`src/rtl/lcd_panel_pkg.sv`:
```
// Shared definitions for the LCD panel controller: FSM states, per-page
// sub-steps, panel command bytes and a width helper.
package lcd_panel_pkg;

  typedef enum logic [2:0] {
    ST_INIT,
    ST_ERASE,
    ST_IDLE,
    ST_REQ,
    ST_READ
  } state_e;

  // Sub-step within one page: address the page, home the column, then stream.
  typedef enum logic [1:0] {
    PH_SETPAGE,
    PH_SETY,
    PH_DATA
  } phase_e;

  localparam logic [7:0] CMD_DISPLAY_ON = 8'h3F;
  localparam logic [7:0] CMD_SET_Y      = 8'h40;
  localparam logic [7:0] CMD_SET_PAGE   = 8'hB8;

  function automatic int unsigned clog2_min1(input int unsigned v);
    return (v > 1) ? $clog2(v) : 1;
  endfunction

endpackage

```
`src/rtl/lcd_panel_ctrl_if.sv`:
```
// Source-memory side of the LCD panel controller: page request/ack handshake,
// {image,cs,page} address, column index and the streamed byte.
interface lcd_panel_ctrl_if #(
  parameter int unsigned ADDR_W = 8,
  parameter int unsigned COL_W  = 6
);
  logic              data_req;
  logic              data_ack;
  logic [7:0]        data;
  logic [ADDR_W-1:0] addr;
  logic [COL_W-1:0]  col;

  modport master (output data_req, addr, col, input data_ack, data);
  modport slave  (input data_req, addr, col, output data_ack, data);
endinterface

```
`src/rtl/lcd_step_timer.sv`:
```
// Panel enable generator: lcd_en toggles every clk; the controller takes one
// step in each cycle where lcd_en is low.
module lcd_step_timer (
  input  logic clk,
  input  logic rst,
  output logic lcd_en,
  output logic step_en
);
  logic en_q, en_d;

  // next enable level is simply the inverse of the current one
  always_comb begin
    en_d = ~en_q;
  end

  // enable register, low out of reset
  always_ff @(posedge clk) begin
    if (rst) en_q <= 1'b0;
    else     en_q <= en_d;
  end

  assign lcd_en  = en_q;
  assign step_en = ~en_q;
endmodule

```
`src/rtl/lcd_panel_ctrl.sv`:
```
// LCD panel controller: initialises and erases a multi-chip graphic panel,
// then on request streams image pages from a source memory to the panel.
// Optional macro LCD_PANEL_CTRL_AUTOPLAY_EN: frames start after the idle
// period without waiting for start.
module lcd_panel_ctrl
  import lcd_panel_pkg::*;
#(
  parameter int unsigned NUM_CS      = 2,
  parameter int unsigned PAGES       = 8,
  parameter int unsigned COLS        = 64,
  parameter int unsigned NUM_IMAGES  = 9,
  parameter int unsigned IDLE_CYCLES = 10000
) (
  input  logic              clk,
  input  logic              rst,
  input  logic              start,
  lcd_panel_ctrl_if.master  mem,
  output logic              done,
  output logic              busy,
  output logic              lcd_di,
  output logic              lcd_rw,
  output logic              lcd_en,
  output logic              lcd_rst,
  output logic [NUM_CS-1:0] lcd_cs,
  output logic [7:0]        lcd_data
);
  localparam int unsigned IMG_W  = clog2_min1(NUM_IMAGES);
  localparam int unsigned CS_W   = clog2_min1(NUM_CS);
  localparam int unsigned PG_W   = clog2_min1(PAGES);
  localparam int unsigned COL_W  = clog2_min1(COLS);
  localparam int unsigned IDLE_W = clog2_min1(IDLE_CYCLES + 1);

  localparam logic [IMG_W-1:0]  IMG_LAST = IMG_W'(NUM_IMAGES - 1);
  localparam logic [CS_W-1:0]   CS_LAST  = CS_W'(NUM_CS - 1);
  localparam logic [PG_W-1:0]   PG_LAST  = PG_W'(PAGES - 1);
  localparam logic [COL_W-1:0]  COL_LAST = COL_W'(COLS - 1);
  localparam logic [IDLE_W-1:0] IDLE_LIM = IDLE_W'(IDLE_CYCLES);

  state_e              state_q, state_d;
  phase_e              phase_q, phase_d;
  logic [CS_W-1:0]     cs_q, cs_d;
  logic [PG_W-1:0]     page_q, page_d;
  logic [COL_W-1:0]    col_q, col_d;
  logic [IMG_W-1:0]    image_q, image_d;
  logic [IDLE_W-1:0]   idle_cnt_q, idle_cnt_d;
  logic                di_q, di_d;
  logic                rw_q, rw_d;
  logic [7:0]          bus_q, bus_d;
  logic [NUM_CS-1:0]   lcd_cs_q, lcd_cs_d;
  logic                done_q, done_d;

  logic step_en;
  logic go;
  logic cs_last, page_last, col_last;

  lcd_step_timer u_timer (
    .clk     (clk),
    .rst     (rst),
    .lcd_en  (lcd_en),
    .step_en (step_en)
  );

`ifdef LCD_PANEL_CTRL_AUTOPLAY_EN
  assign go = 1'b1;
`else
  assign go = start;
`endif

  assign cs_last   = (cs_q == CS_LAST);
  assign page_last = (page_q == PG_LAST);
  assign col_last  = (col_q == COL_LAST);

  // next-state, counters and panel bus; everything moves only on step cycles
  always_comb begin
    state_d    = state_q;
    phase_d    = phase_q;
    cs_d       = cs_q;
    page_d     = page_q;
    col_d      = col_q;
    image_d    = image_q;
    idle_cnt_d = idle_cnt_q;
    di_d       = di_q;
    rw_d       = rw_q;
    bus_d      = bus_q;
    lcd_cs_d   = lcd_cs_q;
    done_d     = 1'b0;
    if (step_en) begin
      di_d     = 1'b0;
      rw_d     = 1'b0;
      bus_d    = CMD_DISPLAY_ON;
      lcd_cs_d = NUM_CS'(1) << cs_q;
      case (state_q)
        ST_INIT: begin
          if (cs_last) begin
            cs_d    = '0;
            phase_d = PH_SETPAGE;
            state_d = ST_ERASE;
          end else begin
            cs_d = cs_q + CS_W'(1);
          end
        end
        ST_ERASE: begin
          case (phase_q)
            PH_SETPAGE: begin
              bus_d   = CMD_SET_PAGE | 8'(page_q);
              phase_d = PH_SETY;
            end
            PH_SETY: begin
              bus_d   = CMD_SET_Y;
              col_d   = '0;
              phase_d = PH_DATA;
            end
            default: begin
              di_d  = 1'b1;
              bus_d = 8'h00;
              if (col_last) begin
                col_d   = '0;
                phase_d = PH_SETPAGE;
                if (!page_last) begin
                  page_d = page_q + PG_W'(1);
                end else begin
                  page_d = '0;
                  if (!cs_last) begin
                    cs_d = cs_q + CS_W'(1);
                  end else begin
                    cs_d       = '0;
                    image_d    = '0;
                    idle_cnt_d = '0;
                    state_d    = ST_IDLE;
                  end
                end
              end else begin
                col_d = col_q + COL_W'(1);
              end
            end
          endcase
        end
        ST_IDLE: begin
          lcd_cs_d = '1;
          if ((idle_cnt_q >= IDLE_LIM) && go) begin
            idle_cnt_d = '0;
            cs_d       = '0;
            page_d     = '0;
            phase_d    = PH_SETPAGE;
            state_d    = ST_REQ;
          end else if (idle_cnt_q < IDLE_LIM) begin
            idle_cnt_d = idle_cnt_q + IDLE_W'(1);
          end
        end
        ST_REQ: begin
          if (phase_q == PH_SETPAGE) begin
            if (mem.data_ack) begin
              bus_d   = CMD_SET_PAGE | 8'(page_q);
              phase_d = PH_SETY;
            end
          end else begin
            bus_d   = CMD_SET_Y;
            col_d   = '0;
            state_d = ST_READ;
          end
        end
        ST_READ: begin
          di_d  = 1'b1;
          bus_d = mem.data;
          if (col_last) begin
            col_d   = '0;
            phase_d = PH_SETPAGE;
            state_d = ST_REQ;
            if (!page_last) begin
              page_d = page_q + PG_W'(1);
            end else begin
              page_d = '0;
              if (!cs_last) begin
                cs_d = cs_q + CS_W'(1);
              end else begin
                cs_d    = '0;
                image_d = (image_q == IMG_LAST) ? '0 : image_q + IMG_W'(1);
                done_d  = 1'b1;
                state_d = ST_IDLE;
              end
            end
          end else begin
            col_d = col_q + COL_W'(1);
          end
        end
        default: state_d = ST_INIT;
      endcase
    end
  end

  // state and output registers with synchronous reset
  always_ff @(posedge clk) begin
    if (rst) begin
      state_q    <= ST_INIT;
      phase_q    <= PH_SETPAGE;
      cs_q       <= '0;
      page_q     <= '0;
      col_q      <= '0;
      image_q    <= '0;
      idle_cnt_q <= '0;
      di_q       <= 1'b0;
      rw_q       <= 1'b0;
      bus_q      <= 8'h00;
      lcd_cs_q   <= '1;
      done_q     <= 1'b0;
    end else begin
      state_q    <= state_d;
      phase_q    <= phase_d;
      cs_q       <= cs_d;
      page_q     <= page_d;
      col_q      <= col_d;
      image_q    <= image_d;
      idle_cnt_q <= idle_cnt_d;
      di_q       <= di_d;
      rw_q       <= rw_d;
      bus_q      <= bus_d;
      lcd_cs_q   <= lcd_cs_d;
      done_q     <= done_d;
    end
  end

  // request is a decode of registered state, so reset drops it at the next edge
  assign mem.data_req = (state_q == ST_REQ) && (phase_q == PH_SETPAGE);
  assign mem.addr     = {image_q, cs_q, page_q};
  assign mem.col      = col_q;

  assign done     = done_q;
  assign busy     = (state_q != ST_IDLE);
  assign lcd_di   = di_q;
  assign lcd_rw   = rw_q;
  assign lcd_data = bus_q;
  assign lcd_cs   = lcd_cs_q;
  assign lcd_rst  = ~rst;
endmodule

```
`src/flat_wrapper.sv`:
```
// flat-port wrapper written by rule: the top's interface ports become plain ports
module lcd_panel_ctrl_flat import lcd_panel_pkg::*;
#(
  parameter int unsigned NUM_CS      = 2,
  parameter int unsigned PAGES       = 8,
  parameter int unsigned COLS        = 64,
  parameter int unsigned NUM_IMAGES  = 9,
  parameter int unsigned IDLE_CYCLES = 10000
)
  (clk, rst, start, done, busy, lcd_di, lcd_rw, lcd_en, lcd_rst, lcd_cs, lcd_data, mem_data_req, mem_addr, mem_col, mem_data_ack, mem_data);
  lcd_panel_ctrl_if #(.ADDR_W((8)), .COL_W((6))) mem_i ();
  input  logic clk;
  input  logic rst;
  input  logic start;
  output logic done;
  output logic busy;
  output logic lcd_di;
  output logic lcd_rw;
  output logic lcd_en;
  output logic lcd_rst;
  output logic [NUM_CS-1:0] lcd_cs;
  output logic [7:0] lcd_data;
  output wire logic [$bits(mem_i.data_req)-1:0] mem_data_req;
  output wire logic [$bits(mem_i.addr)-1:0] mem_addr;
  output wire logic [$bits(mem_i.col)-1:0] mem_col;
  input wire logic [$bits(mem_i.data_ack)-1:0] mem_data_ack;
  input wire logic [$bits(mem_i.data)-1:0] mem_data;
  assign mem_data_req = mem_i.data_req;
  assign mem_addr = mem_i.addr;
  assign mem_col = mem_i.col;
  assign mem_i.data_ack = mem_data_ack;
  assign mem_i.data = mem_data;
  lcd_panel_ctrl #(.NUM_CS(NUM_CS), .PAGES(PAGES), .COLS(COLS), .NUM_IMAGES(NUM_IMAGES), .IDLE_CYCLES(IDLE_CYCLES)) u_core (.clk(clk), .rst(rst), .start(start), .mem(mem_i), .done(done), .busy(busy), .lcd_di(lcd_di), .lcd_rw(lcd_rw), .lcd_en(lcd_en), .lcd_rst(lcd_rst), .lcd_cs(lcd_cs), .lcd_data(lcd_data));
endmodule
```
`config.mk`:
```
export PLATFORM = sky130hd
export DESIGN_NAME = lcd_panel_ctrl_flat
export DESIGN_NICKNAME = d
export VERILOG_FILES = /design/src/rtl/lcd_panel_pkg.sv /design/src/rtl/lcd_panel_ctrl_if.sv /design/src/rtl/lcd_step_timer.sv /design/src/rtl/lcd_panel_ctrl.sv /design/src/flat_wrapper.sv
export SDC_FILE = /design/constraint.sdc
export NUM_CORES = 1
export LEC_CHECK = 0
export ABC_AREA = 1
export BUFFER_PORTS_ARGS = -buffer_cell sky130_fd_sc_hd__buf_4
export CAP_MARGIN = 25
export CORE_MARGIN = 2
export CORE_UTILIZATION = 55
export DETAILED_ROUTE_END_ITERATION = 8
export PLACE_DENSITY = 0.81
export SKIP_CTS_REPAIR_TIMING = 1
export SYNTH_ARGS = -nofsm -noshare
export SYNTH_HDL_FRONTEND = slang
export SYNTH_SLANG_ARGS = --single-unit
```
`constraint.sdc`:
```
create_clock -name clk -period 2.1 [get_ports clk]
set_clock_uncertainty 0.1 [all_clocks]
set_input_delay 0.42 -clock clk [delete_from_list [all_inputs] [get_ports clk]]
set_output_delay 0.42 -clock clk [all_outputs]
set_load 0.005 [all_outputs]
```
Yosys cells after proc, flatten, opt, wreduce, memory -nomap -nowiden:

Index checks and enable logic that the tools add are counted.
Widths: inputs -> output; s select.

* register bits: 46
* input bits: 12
* output and inout bits: 31
* logic and storage cells: 124

* add/sub/neg operators: 5
* magnitude comparators: 2
* equal/unequal tests: 23
* shift-type cells: 1
* muxes and demuxes: 57
* bitwise logic cells: 5
* reduce and logical (&&, ||, !) cells: 19

Operators by type and width (number)
* $mux 14: 6
* $mux 3: 13
* $mux 4: 8
* $pmux 14 s2: 1
* $pmux 8 s3: 1
* $pmux 6 s3: 1
* $reduce_and 9->1: 2
* $mux 8: 2
* $ne 2x1->1 const B: 8
* $pmux 8 s2: 1
* $pmux 3 s5: 1
* $add 14x1->14 const B: 1
* $ge 14x14->1 const B: 1
* $lt 14x14->1 const B: 1
* $mux 2: 6
* $mux 6: 2
* $pmux 6 s2: 1
* $reduce_and 4->1: 3
* $ne 2x2->1 const B: 5
* $pmux 2 s5: 1
* $pmux 3 s3: 1
* $mux 1: 8
* $pmux 4 s2: 1
* $reduce_and 7->1: 1
* other kinds (27): 36

Depth between registers and ports, before layout:

* word-level depth: 6
* gate-level depth with buffers: 13
* depth with buffers taken out: 13

Hierarchy:

From an unflattened synthesis, not the netlist that was laid out.

* cell total of the unflattened synthesis: 428
* area total of the unflattened synthesis: 2872.8 µm²

Modules (own cells, without submodules)
* lcd_panel_ctrl: times used 1, cells an instance 425, area an instance 2845.2 µm², sequential area each 900.9 µm²
* lcd_step_timer: times used 1, cells an instance 3, area an instance 27.5 µm², sequential area each 20.0 µm²

Worst setup path before layout:

No wires, ideal clock.

* path kind: register -> register
* from: register u_core.col_q[0] (netlist: u_core.mem.col[0])
* to: register u_core.idle_cnt_q[0]
* library setup time: 0.114 ns
* arrival time: 1.632 ns
* required time: 1.886 ns
* slack: 0.254 ns
* stages on the path, launching flop included: 12
* buffers on the path: 1
* clock period less this slack: 1.846 ns
* path through: dfxtp_1 -> ha_1 -> nand3_1 -> nor2_1 -> inv_1 -> nand2_1 -> inv_1 -> nor2_8 -> nand2_4 -> buf_6 -> a21oi_1 -> nor2_1

* longest elaborated chain between the ends: 3

Ends and longest elaborated chain
* start: declaration: line lcd_panel_ctrl.sv:43 `logic [COL_W-1:0] col_q, col_d;`
* start signal: assignment: line lcd_panel_ctrl.sv:211 `col_q <= col_d;`
* $eq 6x6->1: line lcd_panel_ctrl.sv:71 `assign col_last = (col_q == COL_LAST);`
* $ne 2x1->1 (no source line)
* $reduce_and 7->1 (no source line)
* end signal: assignment: line lcd_panel_ctrl.sv:213 `idle_cnt_q <= idle_cnt_d;`
* end: declaration: line lcd_panel_ctrl.sv:45 `logic [IDLE_W-1:0] idle_cnt_q, idle_cnt_d;`

Every way passes these cells.
A chain may end at the register's enable or synchronous reset.

Worst setup path after layout:

* from: register u_core.state_q[1]
* to: output busy

* longest elaborated chain between the ends: 1

Ends and longest elaborated chain
* start: declaration: line lcd_panel_ctrl.sv:39 `state_e state_q, state_d;`
* start signal: assignment: line lcd_panel_ctrl.sv:207 `state_q <= state_d;`
* $ne 3x2->1: line lcd_panel_ctrl.sv:228 `assign busy = (state_q != ST_IDLE);`
* end: declaration: line flat_wrapper.sv:16 `output logic busy;`

Every way passes these cells.

==> metrics.md <==
| Metric | Value |
|---|---|
| CTS tree | built |
| CP required | between 1500 and 2000 ps |
| Design area | approximately 0.0033 mm² |
| Asr flop ratio synth | 0% |
| DIE HEIGHT | about 74 µm |
| Worst Max-Slew Pin Slew | 536 ps |
| Top post-synthesis cells by area | dfxtp_1 34%, nand2_1 18%, nor2_1 9.8% |
| Starting Density | 57.4% |
| Drt total wl | 6850 µm |
| Slew HR | 64.1% |
| Yosys warning total | 0 |
| Synth area leader | dfxtp_1 |
| Clock Latency Late Sink | 300 ps |
| Number of synthesized flops with an enable pin | 0 |
| I/O Pins | 43 |
| Largest net degree at the start of global routing | 19 |
| Synthesized area per cell | 6.20 µm² |
| Routed vias/inst | 5.20 |
| Area Growth Syn to Fin | 21.9% |
| Drt wl/cell | 12.2 µm |
| Cells after DPL | 550 |
| # setup viols final | 0 |
| Row count | 25 |
| Reg clk slew, reported paths | 90 ps |
| Critical Path Start Type | register |
| Clock Sinks | 46 |
| Worst Setup End Kind | output pin |
| TritonCTS Buffers | 5 |
| Critical-path maximum fanout | 8 |
| Synthesis-stage register bit count | between 40 and 50 |
| NumNets Final | 514 |
| DPL Wire Length | 5070 µm |
| CTS H-tree depth | 2 |
| Hold Crit Class | in -> reg |
| GP Congestion | 0.952 |
| Crit Path Class | reg -> out |
| Sequential area share after synthesis | 33.7% |
| Worst Path Arrival | 1470 ps |
| DIE AREA | 0.00554 mm² |
| Initial DRC count | 146 |
| Drc violations | 0 |
| Diodes inserted | 0 |
| Max-slew violation count | 0 |
| VDD IR max | 0.477 mV |
| Clk root buf | clkbuf_8 |
| Initial antenna violation count | 0 |
| Max-Cap Viols | 0 |
| All-Layer GR Usage | about a quarter |
| Pleak | 1.53 nW |
| Max Freq | 0.503 GHz |
| Number of failing hold endpoints at the final stage | 0 |
| Core footprint | around 0.0048 mm² |
| Port Buffers | 41 |
| Synth top area share | 33.7% |
| Layout cells sized above 1 | 17.8% |
| Syn_nets | 459 |
| Post-synthesis cell type count | 33 |
| Status | finished, final reports clean |
| Placed inst area | 0.00316 mm² |
| Pwr Density | 818 mW/mm² |
| Final ANT Viol Nets | 0 |
| Routed vias | 2,924 |
| Vias in the first global route | 2,538 |
| Min Tclk post-route | 1990 ps |
| Synth Cell Area | 0.00273 mm² |
| Global-route wire length before repair | 11,200 µm |
| Fin crit share | 94.7% |
| Dominant synthesized flop cell | dfxtp_1 |
| CTS Buffer Depth | 2 |
| Global route total overflow | 0 |
| Mapped Cells | 440 |
| DR pass1 iterations | 4 |
| Chip Width | 74.5 µm |
| FILL cells | 419 |
| Final cell count without fillers | 562 |
==> critical path: stages, from the launching register on <==
cell and delay (ps):
dfxtp_1 460, inv_2 90, nor3_4 260, inv_2 50, buf_4 170, buf_4 140
==> layout by cell type (no fill, tap or decap), drive strengths merged <==
cell type | Yosys | routed
nand2 | 136 | 136
nor2 | 76 | 76
buf | 7 | 60
inv | 48 | 48
dfxtp | 46 | 46
nand3 | 40 | 40
a21oi | 23 | 23
o21ai | 18 | 18
nor3 | 11 | 11
ha | 7 | 7
clkbuf | 5 | 6
xor2 | 5 | 5
a31oi | 5 | 5
nand4 | 4 | 4
clkinv | 1 | 1
nor4 | 1 | 1
o211ai | 1 | 1
and2 | 1 | 1
a22oi | 1 | 1
o22ai | 1 | 1
a21boi | 1 | 1
or2 | 1 | 1
conb | 1 | 1
bufinv | 0 | 1
==> metal layers <==
layer	up-vias	wire (µm)	track usage, %
met1	1315	3250	36.5
met3	6	474	4.20
met4	0	44	6.55
met2	101	3070	40.0
li1	1502	-	-
met5	-	0	0
==> power breakdown <==
part	switching [mW]	internal (mW)	total, mW
Sequential	0.109	0.996	1.10
Combinational	0.551	0.380	0.931
Clock	0.304	0.381	0.685
Total	0.964	1.76	2.72
==> final cells by class <==
class	count	area [µm²]	area share [%]
multi-input combinational	333	1570	47.0
sequential	46	928	27.9
timing repair buffer	60	454	13.6
inverter	49	184	5.53
tap	67	83.8	2.52
clock buffer	6	82.6	2.48
clock inverter	1	30.0	0.902
==> per-stage QoR <==
| step | setup TNS (ps) | total power, mW | worst slack [ps] | utilization (%) | hold WS, ps |
|---|---|---|---|---|---|
| 5_1_grt | -13.2 | 2.89 | -13.2 | 70.0 | 294 |
| 4_1_cts | 0 | 2.69 | 21.0 | 68.9 | 265 |
| 3_3_place_gp | 0 | 1.97 | 114 | 66.5 | 357 |
| 2_1_floorplan | 0 | 1.71 | 254 | - | 362 |
| 6_report | 0 | 2.72 | 112 | 70.0 | 266 |
| 3_5_place_dp | 0 | 2.01 | 53.6 | 66.5 | 360 |
==> sequential cells by signal, summed over array words and instances (netlist names) <==
register / cells
u_core.idle_cnt_q: 14
u_core.lcd_data: 8
u_core.mem.col: 6
u_core.image_q: 4
u_core.page_q: 3
u_core.state_q: 3
u_core.lcd_cs: 2
u_core.phase_q: 2
u_core.cs_last: 1
u_core.done: 1
u_core.lcd_di: 1
u_core.u_timer.lcd_en: 1
==> cells by family after synthesis <==
logic type / after synthesis / share of synthesized area [%]
XOR/XNOR: 5 / 1.60
AND/OR/NAND/NOR: 270 / 42.5
flip-flops: 46 / 33.7
adder cells (fa/ha/maj): 7 / 3.21
AO/OA/AOI/OAI: 50 / 9.72
buffers and inverters: 61 / 9.12
other: 1 / 0.137
==> Yosys cell counts, types with 2 or more instances <==
master / instances
nor2_1: 71
dfxtp_1: 46
o21ai_0: 16
nand2_2: 2
clkbuf_1: 5
xor2_1: 5
a21oi_1: 23
nand2_1: 133
buf_2: 4
nand4_1: 4
nand3_1: 40
nor3_1: 10
buf_4: 2
o21ai_1: 2
inv_1: 43
nor2_4: 3
inv_2: 5
a31oi_1: 5
ha_1: 7
==> path summary, 6_finish.rpt <==
check / end / cells past startpoint / start / slack, ps
min reg2reg: u_core.lcd_data[6] / 2 / u_core.lcd_data[6] / 370
min: u_core.lcd_data[3] / 3 / mem_data[3] / 270
max: busy / 5 / u_core.state_q[1] / 110
max reg2reg: u_core.mem.col[0] / 6 / u_core.state_q[1] / 120
No activity file was read; power rests on OpenSTA's default activity.
